==> src/rtl/unary_reduction_sequencer.sv <==
// rtl/unary_reduction_sequencer.sv - bit-serial unary reduction engine with valid/ready handshakes
// Optional macro UNARY_REDUCTION_SEQUENCER_EARLY_EXIT_EN ends RUN on the first controlling chunk.
module unary_reduction_sequencer #(
  parameter int N = 8,
  parameter int W = 1
) (
  input  logic         clk,
  input  logic         rst,
  input  logic         in_valid,
  output logic         in_ready,
  input  logic [N-1:0] a,
  input  logic [2:0]   op,
  output logic         out_valid,
  input  logic         out_ready,
  output logic         c,
  output logic         busy
);

  localparam int CHUNKS = N / W;
  localparam int CW     = (CHUNKS > 1) ? $clog2(CHUNKS) : 1;
  localparam logic [CW-1:0] LAST = CW'(CHUNKS - 1);

  localparam logic [1:0] IDLE = 2'd0;
  localparam logic [1:0] RUN  = 2'd1;
  localparam logic [1:0] DONE = 2'd2;

  localparam logic [1:0] FAM_AND = 2'd0;
  localparam logic [1:0] FAM_OR  = 2'd1;
  localparam logic [1:0] FAM_XOR = 2'd2;

  logic [1:0]    state;
  logic [N-1:0]  shreg;
  logic [1:0]    fam;
  logic          inv;
  logic          acc;
  logic [CW-1:0] cnt;
  logic          c_q;

  logic [W-1:0]  chunk;
  logic          acc_next;
  logic          last_fold;
  logic [1:0]    op_fam;

  // 110/111 fall into the AND family, so only 01x and 10x leave it
  always_comb begin
    op_fam = FAM_AND;
    if (op[2:1] == 2'b01) op_fam = FAM_OR;
    if (op[2:1] == 2'b10) op_fam = FAM_XOR;
  end

  always_comb begin
    chunk    = shreg[W-1:0];
    acc_next = acc;
    case (fam)
      FAM_AND: acc_next = acc & (&chunk);
      FAM_OR:  acc_next = acc | (|chunk);
      default: acc_next = acc ^ (^chunk);
    endcase
  end

`ifdef UNARY_REDUCTION_SEQUENCER_EARLY_EXIT_EN
  logic ctrl_hit;
  always_comb begin
    ctrl_hit = 1'b0;
    case (fam)
      FAM_AND: ctrl_hit = ~(&chunk);
      FAM_OR:  ctrl_hit = |chunk;
      default: ctrl_hit = 1'b0;
    endcase
    last_fold = (cnt == LAST) || ctrl_hit;
  end
`else
  always_comb begin
    last_fold = (cnt == LAST);
  end
`endif

  always_ff @(posedge clk or posedge rst) begin
    if (rst) begin
      state <= IDLE;
      shreg <= '0;
      fam   <= FAM_AND;
      inv   <= 1'b0;
      acc   <= 1'b0;
      cnt   <= '0;
      c_q   <= 1'b0;
    end else begin
      case (state)
        IDLE: begin
          if (in_valid) begin
            state <= RUN;
            shreg <= a;
            fam   <= op_fam;
            inv   <= op[0];
            cnt   <= '0;
            acc   <= (op_fam == FAM_AND);
          end
        end
        RUN: begin
          acc   <= acc_next;
          shreg <= shreg >> W;
          cnt   <= cnt + 1'b1;
          if (last_fold) begin
            state <= DONE;
            c_q   <= acc_next ^ inv;
          end
        end
        DONE: begin
          if (out_ready) state <= IDLE;
        end
        default: state <= IDLE;
      endcase
    end
  end

  assign in_ready  = (state == IDLE);
  assign out_valid = (state == DONE);
  assign busy      = (state == RUN) || (state == DONE);
  assign c         = c_q;

endmodule

==> config.mk <==
export PLATFORM = sky130hd
export DESIGN_NAME = unary_reduction_sequencer
export DESIGN_NICKNAME = d
export VERILOG_FILES = /design/src/rtl/unary_reduction_sequencer.sv
export SDC_FILE = /design/constraint.sdc
export NUM_CORES = 1
export LEC_CHECK = 0
export ABC_AREA = 1
export CAP_MARGIN = 20
export CORE_MARGIN = 2
export CORE_UTILIZATION = 45
export DETAILED_ROUTE_END_ITERATION = 8
export PLACE_DENSITY = 0.8
export SLEW_MARGIN = 10
export SYNTH_ARGS = -nofsm -noshare
export SYNTH_HDL_FRONTEND = slang
export SYNTH_SLANG_ARGS = --single-unit
==> constraint.sdc <==
create_clock -name clk -period 1.57 [get_ports clk]
set_clock_uncertainty 0.1 [all_clocks]
set_input_delay 0.157 -clock clk [delete_from_list [all_inputs] [get_ports clk]]
set_output_delay 0.157 -clock clk [all_outputs]
set_load 0.03 [all_outputs]
# After elaboration in Yosys (flattened, before gate mapping)
# Cells that the tools add are included.
[op_classes]
div = 0
n_reduce_logical = 9
shifts = 0
muxes = 13
n_addsub = 1
eq_ne = 9
n_lt_le_gt_ge = 0
n_mul = 0
n_bitwise = 4
[op_table]
columns = ["operator", "n"]
rows = [
  ["$pmux W8 S2", 1],
  ["$mux W2", 4],
  ["$mux W8", 1],
  ["$eq A2 B1 Y1 const B", 3],
  ["$logic_not A2 Y1", 3],
  ["$pmux W2 S3", 1],
  ["$pmux W3 S2", 1],
  ["$reduce_and A2 Y1", 3],
  ["$eq A2 B2 Y1 const B", 2],
  ["$ne A2 B2 Y1 const B", 2],
  ["$pmux W1 S2", 2],
  ["$add A3 B1 Y3 const B", 1],
  ["$eq A3 B3 Y1 const B", 1],
  ["$mux W3", 1],
  ["$reduce_and A3 Y1", 1],
  ["$mux W1", 2],
  ["$ne A2 B1 Y1 const B", 1],
  ["$reduce_bool A2 Y1", 1],
  ["$xor A1 B1 Y1", 2],
  ["$and A1 B1 Y1", 1],
  ["$logic_or A1 B1 Y1", 1],
  ["$or A1 B1 Y1", 1],
]
[word_totals]
elab_cells = 43
romBits = 0
memories = 0
ff_bits = 18
latchBits = 0
output_inout_bits = 4
mem_bits_rw = 0

# Depth between registers and ports, before layout
# Gate-level depths: netlist of the first run.
[depth]
ltp_word = 6
ltp_mapped = 9
depth_no_buf = 8

# Worst setup path after synthesis of the first run
# No wires, ideal clock.
[synth_timing]
path_kind = "register -> register"
start = "register state[0]"
end = "register shreg[3]"
n_path_buf = 1
required_ps = 1340
t_arrival_ps = 1444
setup_time_ps = 130
path_stages_with_launch = 7
period_less_slack_ps = 1674
setup_slack_ps = -104
path_cell_list = "dfrtp_1 -> inv_1 -> ha_1 -> nand2_2 -> o21ai_4 -> buf_6 -> o21ai_0"
[synth_via]
elab_chain_len = 3
[synth_rtl]
columns = ["item", "line", "rtl"]
rows = [
  ["start: declaration", "31", "logic [1:0] state;"],
  ["start signal: assignment", "80", "state <= IDLE;"],
  ["start signal: assignment", "91", "state <= RUN;"],
  ["start signal: assignment", "104", "state <= DONE;"],
  ["$logic_not A2 Y1 (*)", "--", ""],
  ["net in_ready", "10", "output logic in_ready,"],
  ["$ne A2 B2 Y1 (no source line) or $reduce_bool A2 Y1 (tied branches)", "--", ""],
  ["$reduce_and A2 Y1 (no source line)", "--", ""],
  ["end signal: assignment", "101", "shreg <= shreg >> W;"],
  ["end: declaration", "32", "logic [N-1:0] shreg;"],
]
# Mark *: on every way through the listed nets, which the timed path passes. The rest lies on a longest branch.
# A chain may end at the register's enable or synchronous reset.

# Final worst setup path of the first run
[layout_timing]
start = "register state[0]"
end = "register state[1]"
[layout_via]
elab_chain_len = 3
[layout_rtl]
columns = ["item", "line", "rtl"]
rows = [
  ["$eq A2 B1 Y1, or another cell as far along", "88", "case (state)"],
  ["$ne A2 B2 Y1 (no source line) or $ne A2 B1 Y1 (tied branches)", "--", ""],
  ["$reduce_and A3 Y1 (no source line)", "--", ""],
]
# Several ways; a longest one is shown, not always the timed one.

==> results of run 1 <==
-- critical path: stages, from the launching register on --
cell and delay, ps:
dfrtp_2 460, inv_2 100, ha_4 170, inv_1 50, or2_1 260, o211ai_2 110, nand2_1 70, o21ai_0 80
-- Yosys cell counts --
library cell | count | area [µm²]
a21oi_1 | 3 | 15.0
a31oi_1 | 3 | 18.8
buf_2 | 1 | 5.00
buf_6 | 2 | 22.5
dfrtp_1 | 18 | 450
ha_1 | 9 | 113
inv_1 | 19 | 71.3
inv_2 | 1 | 3.75
inv_6 | 1 | 8.76
nand2_1 | 30 | 113
nand2_2 | 1 | 6.26
nand3_1 | 8 | 40.0
nand3_2 | 1 | 10.0
nor2_1 | 8 | 30.0
o211ai_1 | 3 | 22.5
o211ai_2 | 1 | 12.5
o211ai_4 | 1 | 21.3
o21ai_0 | 6 | 30.0
o21ai_2 | 2 | 17.5
o21ai_4 | 1 | 16.3
or2_1 | 1 | 6.26
or2_2 | 1 | 6.26
-- what timing repair did --
| item | CTS | global route |
|---|---|---|
| resized for setup | 1 | 6 |
| buffers inserted | 1 | 0 |
| endpoints found under the setup margin | 6 | 8 |
| pin swaps | 1 | 0 |
-- cell families (layout without fill, tap and decap cells) --
group                      after synthesis  in the layout  synth area share, %
DFF                                     18             18                 43.3
and+or+nand+nor                         50             50                 20.3
AOI/OAI and AO/OA                       20             20                 14.8
buffers and inverters                   24             50                 10.7
adders and majority gates                9              9                 10.8
-- flip-flops by register name (all words and copies together), names as in the netlist --
signal,cells
inv,1
state,2
cnt,3
c,1
acc,1
shreg,8
fam,2
-- final cells by class --
cell class                 instances  area (µm²)  share of cell area, %
sequential                        18         452                   33.6
multi-input combinational         79         503                   37.4
tap                               28        35.0                   2.60
inverter                          21        83.8                   6.23
clock buffer                       4        36.3                   2.70
timing repair buffer              25         236                   17.6
-- metrics by stage --
step | hold WS [ps] | instance area (µm²) | instances
finish | 59.1 | 1350 | 175
global route | 90.5 | 1350 | 175
CTS | 59.8 | 1320 | 175
detailed placement | 383 | 1270 | 170
global placement | 372 | 1270 | 170
floorplan | -4.43 | 1040 | 121
-- worst min path at each step --
stage / to / slack [ps] / depth (start not counted)
5_1_grt: shreg[7] / 90 / 3
6_report: shreg[3] / 60 / 3
2_1_floorplan: acc / -4 / 1
3_3_place_gp: c / 370 / 2
4_1_cts: shreg[2] / 60 / 3
3_5_place_dp: shreg[7] / 380 / 2
-- power groups by stage --
stage                     Combinational, mW  Clock [mW]  Sequential [mW]
after global routing                   1.73       0.323            0.842
final                                  1.53       0.290            0.810
after global placement                 1.37           0            0.798
after floorplan                        1.09           0            0.799
after detailed placement               1.42           0            0.809
after CTS                              1.50       0.300            0.799
-- placed cells by master (no fill, tap or decap), types with 2 or more instances in the layout --
cell type / instances
o21ai_0: 6
clkdlybuf4s50_1: 14
nand3_1: 8
a31oi_1: 3
nor2_1: 8
ha_1: 7
o211ai_1: 3
inv_1: 17
ha_4: 2
clkbuf_4: 3
a21oi_1: 3
nand2_1: 30
dfrtp_1: 17
buf_4: 9
inv_2: 3
o21ai_2: 2
-- routing by layer --
metal  GRT usage [%]  up-vias  wire (µm)
met5               0        -          0
met4            3.95        0         13
met3            5.17        2         77
met2            32.7       17       1040
met1            18.4      395        876
li1                -      434          -
==> flow_summary.toml, run 1 <==
[drt]
drt_iter0_drc = 9
vias = 848
ant_nets = 0
via_per_inst = 4.85
dr.pass1.iters = 4
wl_per_cell_um = 11.5
drt-total-wl_um = 2010
drc_errors = 0

[job]
drv_cap = 0

[cts]
cts_buffers = 3
cts-root-buf = "clkbuf_4"
clockBufferDepth = 2
cts.sinks = 18
cts_tree = "built"
clkSlewWorstSetupHoldPaths_ps = 110
postCtsHoldBufs = 0
clock_latency_ps = 300
cts_max_level = 1

[power_and_ir_drop]
ir_drop_uv = 1570
swShare_pct = 43.5
p_per_area_nw_per_um2 = 1960
leakagePower_nw = 0.675
power.internal_mw = 1.49
power_frac_seq_pct = 30.8
power.switching_mw = 1.14
power_mw = 2.63
clock_power_share_pct = 11.0
comb_power_share_pct = 58.2

[status]
status = "finished, final reports clean"

[timing]
max_freq_mhz = 674
period_minus_slack_ps = 1480
hold_viol_final = 0
relSlewSlack_pct = 80.3
fin_tns_setup_ps = 0
layout_worst_path_cycle_share_pct = 94.4
worstMarginPinSlew_ps = 296
timing.final.ws_setup_ps = 87.2
drv_slew = 0
grt_setup_unrepaired = "no"
setup_viol = 0

[floorplanning]
rows = 17
io_pins = 19
initial_core_util_pct = 47.5
die_h_um = 52.1
dieArea_um2 = 2710
die_x_um = 52.1
core-area_um2 = 2190

[synthesis]
seq_area_frac_synth_pct = 43.3
syn_inst = 121
syn_nets = 145
ys_types = 22
yosysWarningCount = 0
syn_area_per_cell_um2 = 8.59
ys_ff_latch = 18
synthesis.area_um2 = 1040

[layout]
area_growth_pct = 29.5
drive_gt1_share_pct = 19.7
post-route-util_pct = 61.5
fillers = 186
fin_nets = 172
antenna_cells = 0

[critical_path]
endpoint_kind = "register"
r2r_setup_slack_ps = 90
worstPathMaxFanout = 4
critical_path_required_ps = 1680
r2r_end = "state[1]"
critPathArrivalTime_ps = 1600
worstSetupStartpoint = "state[0]"
reg2regPathDepth = 7
crit_path_end = "state[1]"
cp-start-kind = "register"
r2r-start = "state[0]"
path_class = "register to register"

[placement]
portBuffers = 18
routabilityCongestion = 0.759
place_hpwl_um = 1550
dp_slack_ps = -15.0

[global_routing]
grt-ovfl-total = 0
grt_use_total_pct = 17.2
grt_pass1_wl_um = 3440
grt_max_degree = 19
grt_pass1_vias = 865
antenna_found_initial = 0

[worst_hold_path]
min_path_type = "input pin to async pin"
No activity file was read; power rests on OpenSTA's default activity.
==> inputs of run 2 (changes only) <==
CORE_UTILIZATION = 49   (was 45)
PLACE_DENSITY = 0.85   (was 0.8)
==> flow_summary.toml, run 2 (same netlist as run 1, synthesis figures left out) <==
[floorplanning]
io_pins = 19
die_x_um = 50.1
initial_core_util_pct = 52.5
dieArea_um2 = 2510
rows = 16
die_h_um = 50.1
core-area_um2 = 1980

[cts]
postCtsHoldBufs = 0
clock_latency_ps = 290
cts.sinks = 18
post_cts_buffers = 0
cts_tree = "built"
cts-root-buf = "clkbuf_4"
ctsResizeCount = 1
clkSlewWorstSetupHoldPaths_ps = 100
clockBufferDepth = 2
cts_buffers = 3
cts_max_level = 1

[layout]
post-route-util_pct = 66.5
largest_reg_flops = 8
area_growth_pct = 26.8
stdcell_count = 171
final_cell_area_um2 = 1320
layout_commonest_cell = "nand2_1"
antenna_cells = 0
reg_top3 = "shreg (8), cnt (3)"
final_cell_mix = "nand2_1, dfrtp_1, inv_1, clkdlybuf4s50_1"
top_register = "shreg"
fillers = 143
fin_nets = 170
drive_gt1_share_pct = 17.4

[global_routing]
grt_use_total_pct = 17.1
antenna_found_initial = 0
grt_pass1_vias = 787
grt-ovfl-total = 0
grt_pass1_wl_um = 3280
grt_max_degree = 19

[worst_hold_path]
min_path_type = "input pin to async pin"

[timing]
hold_viol_final = 0
setup_viol = 0
fin_tns_setup_ps = 0
finalHoldWorstSlack_ps = 80.0
max_freq_mhz = 676
relSlewSlack_pct = 80.0
grt_setup_unrepaired = "no"
period_minus_slack_ps = 1480
worstMarginPinSlew_ps = 301
timing.final.ws_setup_ps = 89.9
layout_worst_path_cycle_share_pct = 94.3
drv_slew = 0

[drt]
wl_per_cell_um = 11.3
drt_iter0_drc = 5
vias = 827
drt-total-wl_um = 1940
via_per_inst = 4.84
drc_errors = 0
ant_nets = 0
dr.pass1.iters = 6

[critical_path]
path_class = "register to register"
critPathArrivalTime_ps = 1590
worstPathMaxFanout = 14
critical_path_required_ps = 1680
cp-start-kind = "register"
endpoint_kind = "register"

[placement]
routabilityCongestion = 0.785
place_area_um2 = 1270
place_hpwl_um = 1490
dp_slack_ps = 67.1
portBuffers = 18
placedCellCount = 168

[status]
status = "finished, final reports clean"

[power_and_ir_drop]
power_mw = 2.53
ir_drop_uv = 1060
p_per_area_nw_per_um2 = 1920
leakagePower_nw = 0.659

[job]
drv_cap = 0
==> run 2: layout make-up <==
cell class                      instances  area, µm²  share of cell area [%]
Multi-Input combinational cell         79        503                    38.1
Sequential cell                        18        450                    34.2
Timing Repair Buffer                   23        225                    17.1
Inverter                               21       83.8                    6.36
Tap cell                               27       33.8                    2.56
Clock buffer                            3       22.5                    1.71
==> run 2: worst paths after layout <==
kind	from	end	slack (ps)	cells after the start
setup reg to reg	state[0]	shreg[4]	90	6
min in group clk	a[5]	shreg[5]	330	3
max in group asynchronous	rst	shreg[1]	1090	3
hold reg to reg	shreg[7]	shreg[7]	390	2
hold / removal	rst	state[0]	80	3
setup / recovery	state[0]	shreg[4]	90	6
==> run 2: routing by layer <==
layer	GRT usage (%)	vias to the layer above	wire length (µm)
met3	2.73	4	56
met5	0	-	0
met1	21.3	374	892
li1	-	432	-
met2	28.5	17	951
met4	7.87	0	36
==> run 2: critical path, cell delays in order, from the launching register on <==
cell and delay (ps):
dfrtp_1 450, inv_2 80, ha_4 190, o21ai_4 240, buf_12 170, nor2_1 50
a31oi_1 130
==> run 2: where the power goes <==
group / switching (mW) / internal (mW) / total, mW
clock network: 0.134 / 0.0891 / 0.223
logic: 0.865 / 0.635 / 1.50
registers: 0.125 / 0.685 / 0.810
total: 1.12 / 1.41 / 2.53
